<file path="src/rtl/la32r_inst_encoder_pkg.sv">
// Shared types for the LA32R instruction encoder: op codes, format classes,
// rejection codes and the per-op base word / format lookup.
package enc_pkg;

    typedef enum logic [5:0] {
        OP_ADD_W, OP_SUB_W, OP_SLT, OP_SLTU, OP_NOR, OP_AND, OP_OR, OP_XOR,
        OP_SLL_W, OP_SRL_W, OP_SRA_W, OP_SLLI_W, OP_SRLI_W, OP_SRAI_W,
        OP_SLTI, OP_SLTUI, OP_ADDI_W, OP_ANDI, OP_ORI, OP_XORI,
        OP_LD_B, OP_LD_H, OP_LD_W, OP_ST_B, OP_ST_H, OP_ST_W, OP_LD_BU, OP_LD_HU,
        OP_LU12I_W, OP_PCADDU12I, OP_JIRL, OP_B, OP_BL,
        OP_BEQ, OP_BNE, OP_BLT, OP_BGE, OP_BLTU, OP_BGEU
    } enc_op_e;

    typedef enum logic [2:0] {
        FMT_3R, FMT_2RI5, FMT_2RI12S, FMT_2RI12U, FMT_1RI20, FMT_2RI16, FMT_I26, FMT_NONE
    } enc_fmt_e;

    typedef enum logic {S_EMPTY, S_FULL} out_state_e;

    localparam logic [1:0] ERR_NONE  = 2'd0;
    localparam logic [1:0] ERR_RANGE = 2'd1;
    localparam logic [1:0] ERR_ALIGN = 2'd2;
    localparam logic [1:0] ERR_UNDEF = 2'd3;

    typedef struct packed {
        logic [31:0] base;
        enc_fmt_e    fmt;
    } op_info_t;

    // Base opcode word and field format for an op; unknown codes map to FMT_NONE.
    function automatic op_info_t op_info(input logic [5:0] op);
        op_info_t r;
        r = '{base: 32'h0, fmt: FMT_NONE};
        case (enc_op_e'(op))
            OP_ADD_W:     r = '{32'h00100000, FMT_3R};
            OP_SUB_W:     r = '{32'h00110000, FMT_3R};
            OP_SLT:       r = '{32'h00120000, FMT_3R};
            OP_SLTU:      r = '{32'h00128000, FMT_3R};
            OP_NOR:       r = '{32'h00140000, FMT_3R};
            OP_AND:       r = '{32'h00148000, FMT_3R};
            OP_OR:        r = '{32'h00150000, FMT_3R};
            OP_XOR:       r = '{32'h00158000, FMT_3R};
            OP_SLL_W:     r = '{32'h00170000, FMT_3R};
            OP_SRL_W:     r = '{32'h00178000, FMT_3R};
            OP_SRA_W:     r = '{32'h00180000, FMT_3R};
            OP_SLLI_W:    r = '{32'h00408000, FMT_2RI5};
            OP_SRLI_W:    r = '{32'h00448000, FMT_2RI5};
            OP_SRAI_W:    r = '{32'h00488000, FMT_2RI5};
            OP_SLTI:      r = '{32'h02000000, FMT_2RI12S};
            OP_SLTUI:     r = '{32'h02400000, FMT_2RI12S};
            OP_ADDI_W:    r = '{32'h02800000, FMT_2RI12S};
            OP_ANDI:      r = '{32'h03400000, FMT_2RI12U};
            OP_ORI:       r = '{32'h03800000, FMT_2RI12U};
            OP_XORI:      r = '{32'h03C00000, FMT_2RI12U};
            OP_LD_B:      r = '{32'h28000000, FMT_2RI12S};
            OP_LD_H:      r = '{32'h28400000, FMT_2RI12S};
            OP_LD_W:      r = '{32'h28800000, FMT_2RI12S};
            OP_ST_B:      r = '{32'h29000000, FMT_2RI12S};
            OP_ST_H:      r = '{32'h29400000, FMT_2RI12S};
            OP_ST_W:      r = '{32'h29800000, FMT_2RI12S};
            OP_LD_BU:     r = '{32'h2A000000, FMT_2RI12S};
            OP_LD_HU:     r = '{32'h2A400000, FMT_2RI12S};
            OP_LU12I_W:   r = '{32'h14000000, FMT_1RI20};
            OP_PCADDU12I: r = '{32'h1C000000, FMT_1RI20};
            OP_JIRL:      r = '{32'h4C000000, FMT_2RI16};
            OP_B:         r = '{32'h50000000, FMT_I26};
            OP_BL:        r = '{32'h54000000, FMT_I26};
            OP_BEQ:       r = '{32'h58000000, FMT_2RI16};
            OP_BNE:       r = '{32'h5C000000, FMT_2RI16};
            OP_BLT:       r = '{32'h60000000, FMT_2RI16};
            OP_BGE:       r = '{32'h64000000, FMT_2RI16};
            OP_BLTU:      r = '{32'h68000000, FMT_2RI16};
            OP_BGEU:      r = '{32'h6C000000, FMT_2RI16};
            default:      r = '{32'h0, FMT_NONE};
        endcase
        return r;
    endfunction

endpackage

</file>
<file path="src/rtl/la32r_inst_encoder_pack.sv">
// Combinational packer: range-checks the immediate and builds the instruction word.
module enc_pack
    import enc_pkg::*;
(
    input  logic [5:0]  op,
    input  logic [4:0]  rd,
    input  logic [4:0]  rj,
    input  logic [4:0]  rk,
    input  logic [31:0] imm,
    output logic [31:0] inst,
    output logic        legal,
    output logic [1:0]  code
);

    op_info_t info;

    // Select field layout by format; alignment is tested before range.
    always_comb begin
        info = op_info(op);
        inst = info.base;
        code = ERR_NONE;
        case (info.fmt)
            FMT_3R: inst = info.base | {17'b0, rk, rj, rd};
            FMT_2RI5: begin
                inst = info.base | {17'b0, imm[4:0], rj, rd};
                if (|imm[31:5]) code = ERR_RANGE;
            end
            FMT_2RI12S: begin
                inst = info.base | {10'b0, imm[11:0], rj, rd};
                if (!(&imm[31:11] || ~|imm[31:11])) code = ERR_RANGE;
            end
            FMT_2RI12U: begin
                inst = info.base | {10'b0, imm[11:0], rj, rd};
                if (|imm[31:12]) code = ERR_RANGE;
            end
            FMT_1RI20: begin
                inst = info.base | {7'b0, imm[19:0], rd};
                if (!(&imm[31:19] || ~|imm[31:19])) code = ERR_RANGE;
            end
            FMT_2RI16: begin
                inst = info.base | {6'b0, imm[17:2], rj, rd};
                if (|imm[1:0])                              code = ERR_ALIGN;
                else if (!(&imm[31:17] || ~|imm[31:17]))    code = ERR_RANGE;
            end
            FMT_I26: begin
                inst = info.base | {6'b0, imm[17:2], imm[27:18]};
                if (|imm[1:0])                              code = ERR_ALIGN;
                else if (!(&imm[31:27] || ~|imm[31:27]))    code = ERR_RANGE;
            end
            default: code = ERR_UNDEF;
        endcase
        legal = (code == ERR_NONE);
    end

endmodule

</file>
<file path="src/rtl/la32r_inst_encoder.sv">
// Streaming LA32R encoder: request handshake, one-entry output register,
// address counter and emitted-word statistics.
module la32r_inst_encoder
    import enc_pkg::*;
#(
    parameter int          ADDR_W    = 16,
    parameter int unsigned BASE_ADDR = 0
) (
    input  logic              clk,
    input  logic              resetn,
    input  logic              clear,
    input  logic              req_valid,
    output logic              req_ready,
    input  logic [5:0]        req_op,
    input  logic [4:0]        req_rd,
    input  logic [4:0]        req_rj,
    input  logic [4:0]        req_rk,
    input  logic [31:0]       req_imm,
    output logic              out_valid,
    input  logic              out_ready,
    output logic [31:0]       out_inst,
    output logic [ADDR_W-1:0] out_addr,
    output logic              err_valid,
    output logic [1:0]        err_code,
    output logic [15:0]       inst_cnt
);

    localparam logic [ADDR_W-1:0] BASE = ADDR_W'(BASE_ADDR);

    out_state_e        state_q, state_d;
    logic [31:0]       inst_q, inst_d;
    logic [ADDR_W-1:0] oaddr_q, oaddr_d;
    logic [ADDR_W-1:0] addr_q, addr_d;
    logic              err_valid_q, err_valid_d;
    logic [1:0]        err_code_q, err_code_d;
    logic [15:0]       cnt_q, cnt_d;

    logic [31:0] pk_inst;
    logic        pk_legal;
    logic [1:0]  pk_code;
    logic        hs, accept;

    enc_pack u_pack (
        .op   (req_op),
        .rd   (req_rd),
        .rj   (req_rj),
        .rk   (req_rk),
        .imm  (req_imm),
        .inst (pk_inst),
        .legal(pk_legal),
        .code (pk_code)
    );

    assign out_valid = (state_q == S_FULL);
    assign hs        = out_valid && out_ready;
    // clear blocks acceptance so a request never lands in a word that is being dropped
    assign req_ready = (!out_valid || out_ready) && !clear;
    assign accept    = req_valid && req_ready;

    assign out_inst  = inst_q;
    assign out_addr  = oaddr_q;
    assign err_valid = err_valid_q;
    assign err_code  = err_code_q;
    assign inst_cnt  = cnt_q;

    // Next-state: output register occupancy, counter advance, error pulse, stats.
    always_comb begin
        state_d     = state_q;
        inst_d      = inst_q;
        oaddr_d     = oaddr_q;
        addr_d      = addr_q;
        err_valid_d = 1'b0;
        err_code_d  = ERR_NONE;
        cnt_d       = cnt_q;
        if (hs && cnt_q != 16'hFFFF) cnt_d = cnt_q + 16'd1;
        if (clear) begin
            state_d = S_EMPTY;
            addr_d  = BASE;
        end else begin
            if (hs) state_d = S_EMPTY;
            if (accept) begin
                if (pk_legal) begin
                    state_d = S_FULL;
                    inst_d  = pk_inst;
                    oaddr_d = addr_q;
                    addr_d  = addr_q + ADDR_W'(4);
                end else begin
                    err_valid_d = 1'b1;
                    err_code_d  = pk_code;
                end
            end
        end
    end

    // State registers; reset drops any pending word at once.
    always_ff @(posedge clk or negedge resetn) begin
        if (!resetn) begin
            state_q     <= S_EMPTY;
            inst_q      <= '0;
            oaddr_q     <= BASE;
            addr_q      <= BASE;
            err_valid_q <= 1'b0;
            err_code_q  <= ERR_NONE;
            cnt_q       <= '0;
        end else begin
            state_q     <= state_d;
            inst_q      <= inst_d;
            oaddr_q     <= oaddr_d;
            addr_q      <= addr_d;
            err_valid_q <= err_valid_d;
            err_code_q  <= err_code_d;
            cnt_q       <= cnt_d;
        end
    end

endmodule

</file>
<file path="config.mk">
export PLATFORM = sky130hd
export DESIGN_NAME = la32r_inst_encoder
export DESIGN_NICKNAME = d
export VERILOG_FILES = /design/src/rtl/la32r_inst_encoder_pkg.sv /design/src/rtl/la32r_inst_encoder_pack.sv /design/src/rtl/la32r_inst_encoder.sv
export SDC_FILE = /design/constraint.sdc
export NUM_CORES = 1
export LEC_CHECK = 0
export ABC_AREA = 1
export BUFFER_PORTS_ARGS = -buffer_cell sky130_fd_sc_hd__buf_2
export CORE_ASPECT_RATIO = 0.9
export CORE_MARGIN = 2
export CORE_UTILIZATION = 35
export CTS_CLUSTER_SIZE = 12
export DETAILED_ROUTE_END_ITERATION = 12
export SLEW_MARGIN = 20
export SYNTH_ARGS = -nofsm -noshare
export SYNTH_HDL_FRONTEND = slang
export SYNTH_SLANG_ARGS = --single-unit
</file>
<file path="constraint.sdc">
create_clock -name clk -period 1.87 [get_ports clk]
set_input_delay 0.561 -clock clk [delete_from_list [all_inputs] [get_ports clk]]
set_output_delay 0.561 -clock clk [all_outputs]
set_load 0.02 [all_outputs]
</file>
==> summary.txt, run 1 <==
Floorplan
  • Num rows: ~40
  • DIE WIDTH: approximately 130 um
  • Initial core utilization: 35.4%
  • Chip height: 117 um
  • DIE AREA: 15,000 sq um
  • Core footprint: 13,900 sq um
  • I/O pin count: 127

Global route
  • GRT met3 Usage: 2.84%
  • Pin count of the biggest net entering global routing: 40
  • Met2 Use GR: between 30% and 40%
  • Global-route wire length before repair: 24,500 um
  • Vias in the first global route: 4,806
  • Initial antenna violation count: 0
  • Global Route met1 Usage: 30.3%
  • GRT Total Usage: around a fifth
  • GR Overflow Total: 0
  • Grt peak-use layer: met2

Hold path
  • Worst hold path type: in2async

Synthesis
  • Post-synth top area share: roughly 40%
  • Synthesized flop and latch total: 79
  • Biggest area consumer among synthesized cells: dfrtp_1
  • Top cells by area in the synthesized netlist: dfrtp_1 (40%), nand2_1 (16%), nand3_1 (6.3%)
  • Seq/Total Area, Yosys: roughly 40%
  • Gate Count Post-Synth: 672
  • Avg Inst Size Synth: approximately 7.3 sq um
  • Yosys warnings: 0
  • Leading register cell type out of synthesis: dfrtp_1
  • Cell Area, Synth: 4920 sq um
  • Cell variety after synth: 43
  • Share of flip-flops with an asynchronous set or reset: 100%
  • EDFF count, synth: 0

Critical path
  • Worst Path Max Fanout: 7
  • Crit path DAT: 2.30 ns
  • Crit start category: primary input
  • Worst Setup SP: req_op[1]
  • CP endpoint kind: flip-flop
  • Worst r2r src: addr_q[2]
  • CP Class: in2reg
  • Crit path required time: approximately 2.1 ns

Flow run
  • Max Cap Viol: 0

Routing
  • DRC viols: 0
  • Number of iterations in the first detailed-routing pass: 4
  • Vias: about 5,200
  • DR vias/cell: 4.70
  • WL per Instance: roughly 14 um
  • Iteration-0 DRC Markers: 300
  • Wirelength, routed: 15,900 um
  • Post-route ant nets: 0

Pwr
  • Leak: 3.96 nW
  • Worst IR drop on VDD: 0.494 mV
  • Pwr Total: 5.86 mW
  • PD cells: 787 nW/um^2

CTS
  • CTS tree: built
  • Clock slew at the register clock pins of the worst setup and hold paths: 0.06 ns
  • Clk Latency, worst-skew pair: 0.33 ns
  • Root Buffer: clkbuf_16
  • Htree depth: 3
  • CTS Buffer Depth: 2
  • TritonCTS buffer count: 9
  • Clock sinks: a little under 80

Layout
  • Commonest non-fill, non-tap cell in the layout: nand2_1
  • Most frequent cells in the layout: nand2_1 (178), buf_2 (117), buf_4 (108)
  • Post-layout util: around 54%
  • Antenna fix cells: 0
  • Layout Nets: 978
  • Area growth syn-to-layout: 51.1%
  • Layout cells sized above 1: 38.9%

Timing
  • Fmax: 0.480 GHz
  • Fin. max-slew vios: 0
  • Fin crit period: 2.08 ns
  • Clk_skew: 0.00820 ns
  • Setup slack after layout: -0.212 ns
  • Final setup violation count: 61
  • Fin crit share: 111%
  • Final number of hold-violating endpoints: 0
  • RSZ-0062 raised after global routing: true

Placed design
  • IO buf count: around 120
  • Placer Congestion: 0.918
  • Final HPWL DP: 11,800 um
  • Pre-CTS WS: -0.820 ns

Status
  • Failing checks: negative setup slack
  • Status: finished with violations
## area by class of cell
cell class | count | area [sq um]
Fill cell | 1337 | 6460
Multi-Input combinational cell | 498 | 2850
Sequential cell | 79 | 1980
Timing Repair Buffer | 245 | 1750
Inverter | 77 | 338
Clock buffer | 12 | 256
Tap cell | 193 | 241
Clock inverter | 1 | 30.0
## repair_timing
item                                   in CTS  in global routing
setup buffers                               6                  9
endpoints found under the hold margin       0                  0
hold buffers                                0                  0
pin swaps                                   4                 15
setup endpoints to repair                  62                 67
resized for setup                          26                 56
gates cloned                                3                  5
## synthesized netlist by cell type (3+ instances only)
cell type  instances
a21oi_1           10
nand2_1          208
nand2_2            3
inv_2              6
nor2_4             4
xnor2_1            7
buf_6              3
nor3_1            12
o21ai_1           22
buf_4             11
o211ai_1           4
dfrtp_1           79
nand4_1           11
buf_2              4
a22oi_1           12
ha_1              10
nand3_2            3
inv_1             69
nand3_1           62
nor2_1            63
xor2_1            17
o2111ai_1          3
o21ai_0           26
## per-layer routing
layer  up-vias  wire length (um)  share of wire, %
met2       138              7180                45
met3        19               693               4.4
met1      2405              7780                49
met4         0               247               1.6
li1       2634                 -                 -
met5         -                 0                 0
## critical path: stages
cell and delay [ns]:
buf_12 0.13, inv_12 0.05, ha_4 0.16, nand2_4 0.07
inv_4 0.06, nand2_2 0.06, nand3_4 0.14, buf_6 0.13
inv_4 0.04, o21ai_2 0.11, nand2_2 0.09, nor2_4 0.12
nand3_4 0.13, buf_12 0.18, clkbuf_16 0.17, nand2_2 0.06
o21ai_2 0.04
## registers in the layout, indices dropped and copies added, names as in the netlist
signal / count
out_inst: 31
inst_cnt: 16
addr_q: 14
out_addr: 14
err_code: 2
err_valid: 1
out_valid: 1
## path summary, 6_finish.rpt
kind,end,slack [ns],cells after the start
min,inst_cnt[12],0.13,1
max reg2reg,addr_q[14],0.01,12
min reg2reg,out_inst[6],0.47,2
min in group clk,out_inst[6],0.47,2
max,out_addr[6],-0.21,17
max in group asynchronous,addr_q[12],1.19,2
## metrics by stage
stage | setup TNS, ns | instances | hold WS (ns) | cell area [sq um]
floorplan | -12.25 | 674 | 0.265 | 5140
global placement | -42.14 | 1071 | 0.459 | 6600
detailed placement | -43.78 | 1071 | 0.461 | 6600
CTS | -9.76 | 1093 | 0.130 | 7100
global route | -16.54 | 1105 | 0.149 | 7440
finish | -10.41 | 1105 | 0.134 | 7440
## cells by family (layout without fill, tap and decap cells)
kind of cell / count (synthesis) / in the layout / synth area share [%]
simple gates: 374 / 374 / 33.4
buf+inv: 97 / 335 / 8.84
compound gates: 86 / 86 / 10.5
flops: 79 / 79 / 40.1
xor+xnor: 24 / 24 / 4.27
fa+ha+maj: 10 / 10 / 2.54
other cells: 1 / 3 / 0.0761
mux: 1 / 1 / 0.229
## power by group
group	internal, mW	switching [mW]
clock	1.08	0.640
sequential	1.99	0.193
combinational	0.789	1.17
Note: power is estimated with default switching activity, not from simulation.
==> inputs of run 2 (changes only) <==
--- a/config.mk
+++ b/config.mk
@@ -12,6 +12,7 @@
 export CORE_UTILIZATION = 35
 export CTS_CLUSTER_SIZE = 12
 export DETAILED_ROUTE_END_ITERATION = 12
+export GPL_TIMING_DRIVEN = 0
 export SLEW_MARGIN = 20
 export SYNTH_ARGS = -nofsm -noshare
 export SYNTH_HDL_FRONTEND = slang
==> constraint.sdc (replaced) <==
create_clock -name clk -period 2.27 [get_ports clk]
set_input_delay 0.681 -clock clk [delete_from_list [all_inputs] [get_ports clk]]
set_output_delay 0.681 -clock clk [all_outputs]
set_load 0.02 [all_outputs]
==> summary.txt, run 2 (synthesis results as in run 1) <==
Layout
  • Commonest non-fill, non-tap cell in the layout: nand2_1
  • Register area: about 2000 sq um
  • Max reg flops: 31
  • # fillers: 1,409
  • Layout cells sized above 1: 29.4%
  • Antenna fix cells: 0
  • Area growth syn-to-layout: 35.4%
  • Layout Nets: 893
  • Post-Layout Cell Count: 1,023
  • Most frequent cells in the layout: nand2_1 (186), buf_2 (117), dfrtp_1 (79)
  • Area of the multi-input gates: 2720 sq um

Timing
  • Fmax: 0.453 GHz
  • Fin crit period: 2.21 ns
  • Setup TNS: 0 ns
  • Fin. max-slew vios: 0
  • Clk_skew: between 0.006 and 0.007 ns
  • Final setup violation count: 0
  • Worst hold margin: 0.240 ns
  • Fin crit share: 97.2%
  • RSZ-0062 raised after global routing: true
  • Final number of hold-violating endpoints: 0

Pwr
  • Sw frac: 33.5%
  • Register share of total power: ~37%
  • P_int: around 3.2 mW
  • Worst IR drop on VDD: 0.396 mV
  • Clk pwr share: between 30% and 40%
  • Pwr Total: between 4 and 5 mW
  • PD cells: between 700 and 800 nW/um^2
  • Switching Power: about 1.6 mW
  • Comb power frac: between 20% and 30%
  • Leak: 3.52 nW

Routing
  • DR vias/cell: about 4.8
  • Vias: 4,906
  • Post-route ant nets: 0
  • Wirelength, routed: 15,100 um
  • WL per Instance: between 10 and 15 um
  • DRC viols: 0
  • Number of iterations in the first detailed-routing pass: 5
  • Iteration-0 DRC Markers: just under 400

Global route
  • Pin count of the biggest net entering global routing: 56
  • Global-route wire length before repair: 23,200 um
  • Initial antenna violation count: 0
  • GRT met3 Usage: 3.07%
  • Met2 Use GR: a little under a third
  • GR Overflow Total: 0
  • GRT Total Usage: between 20% and 30%
  • Grt peak-use layer: met2
  • Global Route met1 Usage: between 20% and 30%
  • Vias in the first global route: 4,503

Critical path
  • Crit path required time: 2.51 ns
  • Crit start category: primary input
  • Worst path slowest cell: ha_2
  • Most frequent CP cell: nand2_1
  • Critical-path cell list: buf_12 -> ha_2 -> inv_2 -> nand3_2 -> nand2_2 -> nor2_4 -> nand2_4 -> nor2_4 -> nand2_1 -> nand2_2 -> inv_2 -> nand3_4 -> clkinv_8 -> clkbuf_16 -> nand2_1 -> nand2_1
  • Worst Path Max Fanout: 8
  • Levels on crit path: 16
  • CP endpoint kind: flip-flop
  • CP top delay family: simple AND/OR/NAND/NOR gates
  • Worst Reg-to-Reg Cells: 10
  • CP peak stage delay: 0.22 ns
  • Crit path DAT: 2.45 ns
  • Buffers plus inverters on the worst setup path: 5
  • CP Class: in2reg

CTS
  • CTS tree: built
  • CTS Buffer Depth: 2
  • Clk Latency, worst-skew pair: around 0.35 ns
  • Htree depth: 3
  • Hold-fix buffers, CTS: 0
  • Root Buffer: clkbuf_16
  • Clock sinks: 79
  • Clock slew at the register clock pins of the worst setup and hold paths: about 0.060 ns
  • TritonCTS buffer count: 9

Floorplan
  • Chip height: 117 um
  • Num rows: 41
  • DIE WIDTH: 129 um
  • Core footprint: 13,900 sq um
  • DIE AREA: 15,000 sq um
  • Initial core utilization: 35.4%
  • I/O pin count: 127

Hold path
  • Worst hold path type: in2async

Status
  • Status: completed

Placed design
  • IO buf count: 122
  • Placed cells: 990
  • Final HPWL DP: 11,500 um
  • Placer Congestion: 0.922

Flow run
  • Max Cap Viol: 0
[run 2: cell types whose count changed in the layout (fill, tap and decap cells not counted), moves of 5 or more]
cell,change
nand2_1,+8
buf_4,-89
nand3_2,-12
nand3_1,+11
nand2_4,-5
buf_8,+5
[run 2: final timing paths]
path | from | to | slack (ns)
setup reg to reg | inst_cnt[0] | inst_cnt[13] | 0.28
max in group asynchronous | resetn | addr_q[13] | 1.45
min in group clk | out_addr[13] | out_addr[13] | 0.47
hold reg to reg | out_addr[13] | out_addr[13] | 0.47
hold / removal | resetn | inst_cnt[13] | 0.24
setup / recovery | req_op[1] | out_inst[9] | 0.06
[run 2: layout make-up]
cell class              count  share of cell area (%)
well taps                 193                    3.62
inverters                  77                    4.75
multi-input cells         499                    40.8
clock buffers              10                    3.58
repair buffers            139                    12.9
flip-flops and latches     79                    29.6
clock inverters             6                    1.61
plain buffers              20                    3.08
[run 2: worst reg2reg max path: cells and delay by family, from the launching register on]
family | cells | cell delay [ns]
fa+ha+maj | 1 | 0.23
flops | 1 | 0.41
simple gates | 8 | 1.08
xor+xnor | 1 | 0.14
[run 2: stage by stage]
step	setup WS, ns	utilization [%]	area (sq um)
final	0.0629	48.0	6670
after global routing	-0.0987	48.0	6670
after CTS	0.000388	45.6	6340
after detailed placement	-0.663	42.1	5850
after global placement	-0.642	41.9	5820
after floorplan	0.00707	-	4970
[run 2: timing repair]
action / 4_1_cts / 5_1_grt
pin swaps: 6 / 22
setup buffers: 8 / 5
cloned: 1 / 3
gates resized for setup: 21 / 69
setup endpoints to repair: 59 / 60
[run 2: power by group through the flow]
stage	Combinational [mW]	Clock, mW	Sequential (mW)
2_1_floorplan	0.496	0	2.08
3_3_place_gp	1.27	0	1.82
3_5_place_dp	1.28	0	1.83
4_1_cts	1.33	1.71	1.81
5_1_grt	1.52	1.76	1.83
6_report	1.39	1.68	1.80
[run 2: metal layers]
metal,part of all wire (%),vias up
met1,48,2224
met2,44,158
li1,-,2496
met4,2.3,0
met3,5.2,28
met5,0,-
